[config.mk]
export PLATFORM = sky130hd
export DESIGN_NAME = voice_scheduler
export DESIGN_NICKNAME = d
export VERILOG_FILES = /design/src/rtl/voice_scheduler.sv
export SDC_FILE = /design/constraint.sdc
export NUM_CORES = 1
export LEC_CHECK = 0
export ABC_AREA = 1
export CORE_AREA = 2 2 281 283
export CTS_CLUSTER_DIAMETER = 40
export DETAILED_ROUTE_END_ITERATION = 7
export DIE_AREA = 0 0 283 285
export SETUP_SLACK_MARGIN = 0.2
export SYNTH_ARGS = -nofsm -noshare
export SYNTH_HDL_FRONTEND = slang
export SYNTH_SLANG_ARGS = --single-unit
[constraint.sdc]
create_clock -name CLK -period 7.16 [get_ports CLK]
set_input_delay 1.432 -clock CLK [delete_from_list [all_inputs] [get_ports CLK]]
set_output_delay 1.432 -clock CLK [all_outputs]
set_load 0.01 [all_outputs]
[src/rtl/voice_scheduler.sv]
// voice_scheduler
// Sequencing controller for the synth voice datapath. Each SAMPLE_REQ clears
// the shared tone accumulator, walks every key, and runs one accumulate step
// per active voice. The mixed 32-bit sample is then latched on SAMPLE_OUT.
// The block also owns the per-key note lifecycle bitmaps (gate, active,
// restart), which are driven by NIOS Avalon note writes and by NOTE_END from
// the envelope.
//
// Optional feature: define VOICE_LIMIT_EN to cap polyphony at MAX_VOICES.
// With the cap enabled, a note-on to an inactive key is dropped while the
// cap is reached. Retriggers of an already active key are still accepted.
//
// Ports:
//   CLK, RESET (async, active-low)
//   SAMPLE_REQ              codec sample request pulse
//   AVL_WRITE/KEY/VEL       NIOS note write (VEL == 0 is note-off)
//   NOTE_END                release envelope finished (honoured in UPDATE only)
//   TONE                    datapath accumulator value
//   KEY                     datapath key address
//   LD_PHASE/COUNT/TONE/VEL datapath load strobes
//   PHASE_MUX/COUNTER_MUX   0 = restart the voice, 1 = continue the voice
//   TONE_MUX                0 = clear the accumulator, 1 = accumulate
//   NOTE_ON                 gate bit of the current KEY
//   SAMPLE_OUT/SAMPLE_VALID latched mix and its one-cycle update pulse
//   BUSY, OVERRUN           scan in progress / sticky dropped request
//   ACTIVE_CNT              popcount of the active bitmap
module voice_scheduler #(
  parameter int NUM_KEYS      = 128,
  parameter int SETTLE_CYCLES = 1,
  parameter int MAX_VOICES    = 16
) (
  input  logic        CLK,
  input  logic        RESET,
  input  logic        SAMPLE_REQ,
  input  logic        AVL_WRITE,
  input  logic [6:0]  AVL_KEY,
  input  logic [6:0]  AVL_VEL,
  input  logic        NOTE_END,
  input  logic [31:0] TONE,
  output logic [6:0]  KEY,
  output logic        LD_PHASE,
  output logic        LD_COUNT,
  output logic        LD_TONE,
  output logic        LD_VEL,
  output logic        PHASE_MUX,
  output logic        COUNTER_MUX,
  output logic        TONE_MUX,
  output logic        NOTE_ON,
  output logic [31:0] SAMPLE_OUT,
  output logic        SAMPLE_VALID,
  output logic        BUSY,
  output logic        OVERRUN,
  output logic [7:0]  ACTIVE_CNT
);

  localparam logic [2:0] ST_IDLE   = 3'd0;
  localparam logic [2:0] ST_CLEAR  = 3'd1;
  localparam logic [2:0] ST_SCAN   = 3'd2;
  localparam logic [2:0] ST_SETTLE = 3'd3;
  localparam logic [2:0] ST_UPDATE = 3'd4;
  localparam logic [2:0] ST_DONE   = 3'd5;

  localparam logic [6:0] LP_LAST        = 7'(NUM_KEYS - 1);
  localparam logic [1:0] LP_SETTLE_LAST = 2'(SETTLE_CYCLES - 1);

  if (SETTLE_CYCLES < 1 || SETTLE_CYCLES > 4 || MAX_VOICES < 1 || MAX_VOICES > NUM_KEYS) begin : g_param_check
    $error("voice_scheduler: illegal parameter value");
  end

  logic [2:0]          r_state, w_state_nx;
  logic [6:0]          r_idx, w_idx_nx;
  logic [1:0]          r_settle, w_settle_nx;
  logic [NUM_KEYS-1:0] r_gate, r_active, r_restart;
  logic [NUM_KEYS-1:0] w_gate_nx, w_active_nx, w_restart_nx;
  logic [31:0]         r_sample_out;
  logic                r_sample_valid;
  logic                r_overrun;
  logic [7:0]          r_active_cnt;
  logic                w_update, w_clear, w_busy, w_last, w_note_on, w_accept;

  function automatic logic [7:0] f_popcount(input logic [NUM_KEYS-1:0] v);
    logic [7:0] cnt;
    cnt = 8'd0;
    for (int i = 0; i < NUM_KEYS; i++) begin
      cnt = cnt + {7'd0, v[i]};
    end
    return cnt;
  endfunction

  assign w_update  = (r_state == ST_UPDATE);
  assign w_clear   = (r_state == ST_CLEAR);
  assign w_busy    = (r_state != ST_IDLE);
  assign w_last    = (r_idx == LP_LAST);
  assign w_note_on = (AVL_VEL != 7'd0);

`ifdef VOICE_LIMIT_EN
  // A new voice is refused at the cap; retriggering a sounding key is always allowed.
  assign w_accept = r_active[AVL_KEY] || (r_active_cnt != 8'(MAX_VOICES));
`else
  assign w_accept = 1'b1;
`endif

  assign KEY          = r_idx;
  assign LD_PHASE     = w_update;
  assign LD_COUNT     = w_update;
  assign LD_TONE      = w_update | w_clear;
  assign TONE_MUX     = w_update;
  assign PHASE_MUX    = w_update & ~r_restart[r_idx];
  assign COUNTER_MUX  = w_update & ~r_restart[r_idx];
  assign NOTE_ON      = r_gate[r_idx];
  assign LD_VEL       = AVL_WRITE & w_note_on & w_accept;
  assign BUSY         = w_busy;
  assign SAMPLE_OUT   = r_sample_out;
  assign SAMPLE_VALID = r_sample_valid;
  assign OVERRUN      = r_overrun;
  assign ACTIVE_CNT   = r_active_cnt;

  // Scan sequencer: next state, key pointer and settle counter.
  always_comb begin
    w_state_nx  = r_state;
    w_idx_nx    = r_idx;
    w_settle_nx = r_settle;
    case (r_state)
      ST_IDLE: begin
        if (SAMPLE_REQ) begin
          w_state_nx = ST_CLEAR;
          w_idx_nx   = 7'd0;
        end else begin
          w_state_nx = ST_IDLE;
        end
      end
      ST_CLEAR: begin
        w_state_nx = ST_SCAN;
        w_idx_nx   = 7'd0;
      end
      ST_SCAN: begin
        if (r_active[r_idx]) begin
          // The SCAN cycle already counts as the first settle cycle.
          if (SETTLE_CYCLES == 1) begin
            w_state_nx = ST_UPDATE;
          end else begin
            w_state_nx  = ST_SETTLE;
            w_settle_nx = 2'd1;
          end
        end else if (w_last) begin
          w_state_nx = ST_DONE;
        end else begin
          w_idx_nx = r_idx + 7'd1;
        end
      end
      ST_SETTLE: begin
        if (r_settle == LP_SETTLE_LAST) begin
          w_state_nx = ST_UPDATE;
        end else begin
          w_settle_nx = r_settle + 2'd1;
        end
      end
      ST_UPDATE: begin
        if (w_last) begin
          w_state_nx = ST_DONE;
        end else begin
          w_state_nx = ST_SCAN;
          w_idx_nx   = r_idx + 7'd1;
        end
      end
      ST_DONE: begin
        w_state_nx = ST_IDLE;
        w_idx_nx   = 7'd0;
      end
      default: begin
        w_state_nx = ST_IDLE;
        w_idx_nx   = 7'd0;
      end
    endcase
  end

  // Note bitmaps: the UPDATE step is applied first, so that a same-cycle
  // NIOS write to the same key takes precedence over it.
  always_comb begin
    w_gate_nx    = r_gate;
    w_active_nx  = r_active;
    w_restart_nx = r_restart;
    if (w_update) begin
      w_restart_nx[r_idx] = 1'b0;
      if (NOTE_END && !r_gate[r_idx]) begin
        w_active_nx[r_idx] = 1'b0;
      end else begin
        w_active_nx[r_idx] = r_active[r_idx];
      end
    end else begin
      w_restart_nx = r_restart;
    end
    if (AVL_WRITE) begin
      if (w_note_on) begin
        if (w_accept) begin
          w_gate_nx[AVL_KEY]    = 1'b1;
          w_active_nx[AVL_KEY]  = 1'b1;
          w_restart_nx[AVL_KEY] = 1'b1;
        end else begin
          w_gate_nx[AVL_KEY] = r_gate[AVL_KEY];
        end
      end else begin
        // A note-off only drops the gate. Active and restart keep their
        // pre-write values, which also cancels any UPDATE change to this key.
        w_gate_nx[AVL_KEY]    = 1'b0;
        w_active_nx[AVL_KEY]  = r_active[AVL_KEY];
        w_restart_nx[AVL_KEY] = r_restart[AVL_KEY];
      end
    end else begin
      w_gate_nx = w_gate_nx;
    end
  end

  // State, bitmaps and registered outputs.
  always_ff @(posedge CLK or negedge RESET) begin
    if (!RESET) begin
      r_state        <= ST_IDLE;
      r_idx          <= 7'd0;
      r_settle       <= 2'd0;
      r_gate         <= {NUM_KEYS{1'b0}};
      r_active       <= {NUM_KEYS{1'b0}};
      r_restart      <= {NUM_KEYS{1'b0}};
      r_sample_out   <= 32'd0;
      r_sample_valid <= 1'b0;
      r_overrun      <= 1'b0;
      r_active_cnt   <= 8'd0;
    end else begin
      r_state        <= w_state_nx;
      r_idx          <= w_idx_nx;
      r_settle       <= w_settle_nx;
      r_gate         <= w_gate_nx;
      r_active       <= w_active_nx;
      r_restart      <= w_restart_nx;
      r_sample_valid <= (r_state == ST_DONE);
      r_overrun      <= r_overrun | (SAMPLE_REQ & w_busy);
      r_active_cnt   <= f_popcount(r_active);
      if (r_state == ST_DONE) begin
        r_sample_out <= TONE;
      end else begin
        r_sample_out <= r_sample_out;
      end
    end
  end

endmodule

==> impl_results.md <==
- Largest family of logic cells by synthesized area: simple AND/OR/NAND/NOR gates
- Synth Warn #: 0
- Final #Nets: a little under 5,000
- All-Layer GR Usage: 31.9%
- # clock sinks: 438
- Root buffer cell: clkbuf_16
- # IOs: 109
- Seq cells post-synth: roughly 440
- Maximum capacitance violations: 0
- Max stage delay on crit path: approximately 0.6 ns
- Post-synth top area cell: dfrtp_1
- Worst Max-Slew Pin Slew: between 1 and 1.5 ns
- Row count: just over 100
- Compound-Gate Fraction of Synth Area: 15.6%
- Setup crit start kind: flop
- Final WL: ~130,000 um
- Outcome: finished with violations
- Fmax: 145 MHz
- Tcrit/Tclk final: a little over nine tenths
- Final Hold Fails: 0
- CTS tree: done
- Simple-gate portion of the synthesized area: a little over a quarter
- Post-route ant nets: 0
- Mapped cell area: around 31,000 um2
- H-tree Lvls: 3
- Multiplexer share of the synthesized area: 0%
- DR iter-0 viols: about 4,000
- Area delta synth->final: 19.3%
- Setup Skew: roughly 0.029 ns
- Post-CTS Setup Inserts: 0
- Post-DP HPWL: 86,500 um
- Crit Path Category: flop to flop
- First-pass GRT wire length: 194,000 um
- RSZ-0062 raised after global routing: yes
- Top cells by area, synth: dfrtp_1 36%, nand2_1 13%, nor2_1 11%
- Adder-Cell Fraction of Synth Area: about 8.6%
- Crit-path cells: fa_1 > inv_2 > fa_1 > inv_2 > fa_2 > inv_2 > fa_1 > inv_1 > fa_1 > inv_1 > fa_1 > fa_1 > fa_1 > fa_1 > fa_1 > inv_2 > ha_4 > fa_2 > a31oi_4 > o21ai_1 > a21oi_1 > xor2_1
- Worst EP arrival: 7.48 ns
- First-pass detailed-route iteration total: 8
- Pin count of the biggest net entering global routing: about 130
- Vias per inst: around 5.5
- Post-synth top area share: 35.6%
- Post-Synth XOR/XNOR Area: 0.228%
- Vias: about 32,000
- DRC viols: 3
- CP Capture Type: flop
- Cts bufs inserted: 95
- Slew Limit Fails: 0
- Clock latency at the later pin of the worst-skew pair: about 0.65 ns
- WL per Instance: between 20 and 25 um
- Max Buffers Root-to-Sink: 3
- CP dominant cell by count: fa_1
- Vias in the first global route: just over 30,000
- Die Y: around 290 um
- GP Congestion: 0.999
- Post-synth EDFFs: 0
- Hold buffer count at cts: 0
- Synth unique cells: 43
- Cells after Synth: between 4,000 and 5,000
- Core area: ~80,000 um2
- Async SR Flop Fraction: 100%
- Clock Pin Slew Worst Setup and Hold Paths: about 0.05 ns
- Syn Nets: 4,804
- Die X-Extent: 283 um
- # fillers: 7,919
- Failing checks: DRC
- Port-buffer cells: about 110
- Synth Flop Type: dfrtp_1
- Share of post-route cells with drive strength above 1: under 10%
- Congestion Overflow GR: 0
- Initial antenna violation count: 1
- Area of the die: just over 80,000 um2
- Slew HR: a little over an eighth
- Setup violators final: 0
- Hold Path Class: flop to flop
- Average cell area after synthesis: 6.67 um2
- Register area share after synthesis: 35.6%
- Worst Path Required: between 7 and 8 ns
- Setup tns final: 0 ns
- Crit Path Max Fanout: 2
- Min cycle time layout: a little under 7 ns
- Initial core utilization: about two fifths
- CP max stage cell: fa_1
-- critical path: cells and delay by family (launching register included) --
family                   cells  cell delay (ns)
buffers and inverters        6             0.29
flip-flops                   1             0.41
AO/OA/AOI/OAI                3             0.43
XOR/XNOR                     1             0.16
adder cells (fa/ha/maj)     12             5.55
-- cells in the mapped netlist, drive strengths merged (2+ instances only) --
cell / n
a211oi: 2
o2bb2ai: 3
o2111ai: 3
nor3: 13
o21bai: 4
nand4: 20
nor2: 939
o211ai: 15
clkbuf: 83
nand3: 111
a22oi: 39
xor2: 8
fa: 115
dfrtp: 438
buf: 127
a31oi: 3
ha: 27
nand3b: 5
nand2: 1053
a21oi: 655
inv: 767
o22ai: 75
a221oi: 8
clkinv: 5
o21ai: 84
-- final cells by class --
class | count | area, um2 | share of cell area (%)
clock buffers | 122 | 2720 | 7.42
clock inverters | 55 | 817 | 2.23
well taps | 1050 | 1310 | 3.58
inverters | 772 | 2910 | 7.93
diodes | 2 | 5.00 | 0.0136
multi-input cells | 3191 | 16000 | 43.5
repair buffers | 214 | 2010 | 5.47
flip-flops and latches | 438 | 11000 | 29.9
-- cell usage in the layout, fill, tap and decap left out, types with 96 or more instances in the layout --
cell type,instances
nand2_1,1049
nor2_1,933
inv_1,745
a21oi_1,654
dfrtp_1,437
fa_1,110
clkdlybuf4s50_1,107
nand3_1,103
clkbuf_16,98
buf_4,96
-- layer usage --
metal / up-vias / wire [um] / track usage, %
li1: 14600 / - / -
met2: 1864 / 55800 / 47.6
met3: 444 / 14900 / 7.45
met4: 0 / 8100 / 18.1
met5: - / 0 / 0
met1: 15000 / 51800 / 42.6
-- what timing repair did --
item                                   in CTS  in global routing
setup endpoints to repair                   4                  4
endpoints found under the hold margin       0                  0
cloned                                      0                  0
resized for setup                           5                 15
pin swaps                                  10                  6
-- cell families (layout without fill, tap and decap cells) --
group | after synthesis | in the layout
other | 0 | 2
AND/OR/NAND/NOR | 2144 | 2144
AO/OA/AOI/OAI | 897 | 897
buffers and inverters | 982 | 1163
flip-flops | 438 | 438
XOR/XNOR | 8 | 8
adder cells (fa/ha/maj) | 142 | 142
-- per-stage QoR --
stage	hold WS (ns)	area [um2]	setup slack, ns	util [%]	instances
after floorplan	0.460	30800	0.377	-	4611
after global placement	0.454	33100	0.0352	42.5	5665
after detailed placement	0.458	33100	0.0114	42.5	5665
after CTS	0.472	36700	0.205	47.0	5842
after global routing	0.486	36700	0.0667	47.1	5842
final	0.467	36700	0.246	47.1	5844
-- final timing paths --
| path | startpoint | to | slack, ns | depth (start not counted) |
|---|---|---|---|---|
| max | r_active[53]$_DFF_PN0_ | ACTIVE_CNT[6]$_DFF_PN0_ | 0.25 | 22 |
| min | SAMPLE_OUT[26]$_DFFE_PN0P_ | SAMPLE_OUT[26]$_DFFE_PN0P_ | 0.47 | 2 |
| max reg2reg | r_active[53]$_DFF_PN0_ | ACTIVE_CNT[6]$_DFF_PN0_ | 0.25 | 22 |
| min reg2reg | SAMPLE_OUT[26]$_DFFE_PN0P_ | SAMPLE_OUT[26]$_DFFE_PN0P_ | 0.47 | 2 |
| max in group asynchronous | RESET | r_restart[127]$_DFF_PN0_ | 5.00 | 2 |
| min in group asynchronous | RESET | SAMPLE_OUT[10]$_DFFE_PN0P_ | 0.80 | 1 |
Power is not shown: default switching activity piles up to over one toggle a cycle in this logic, so the estimate is an artifact.
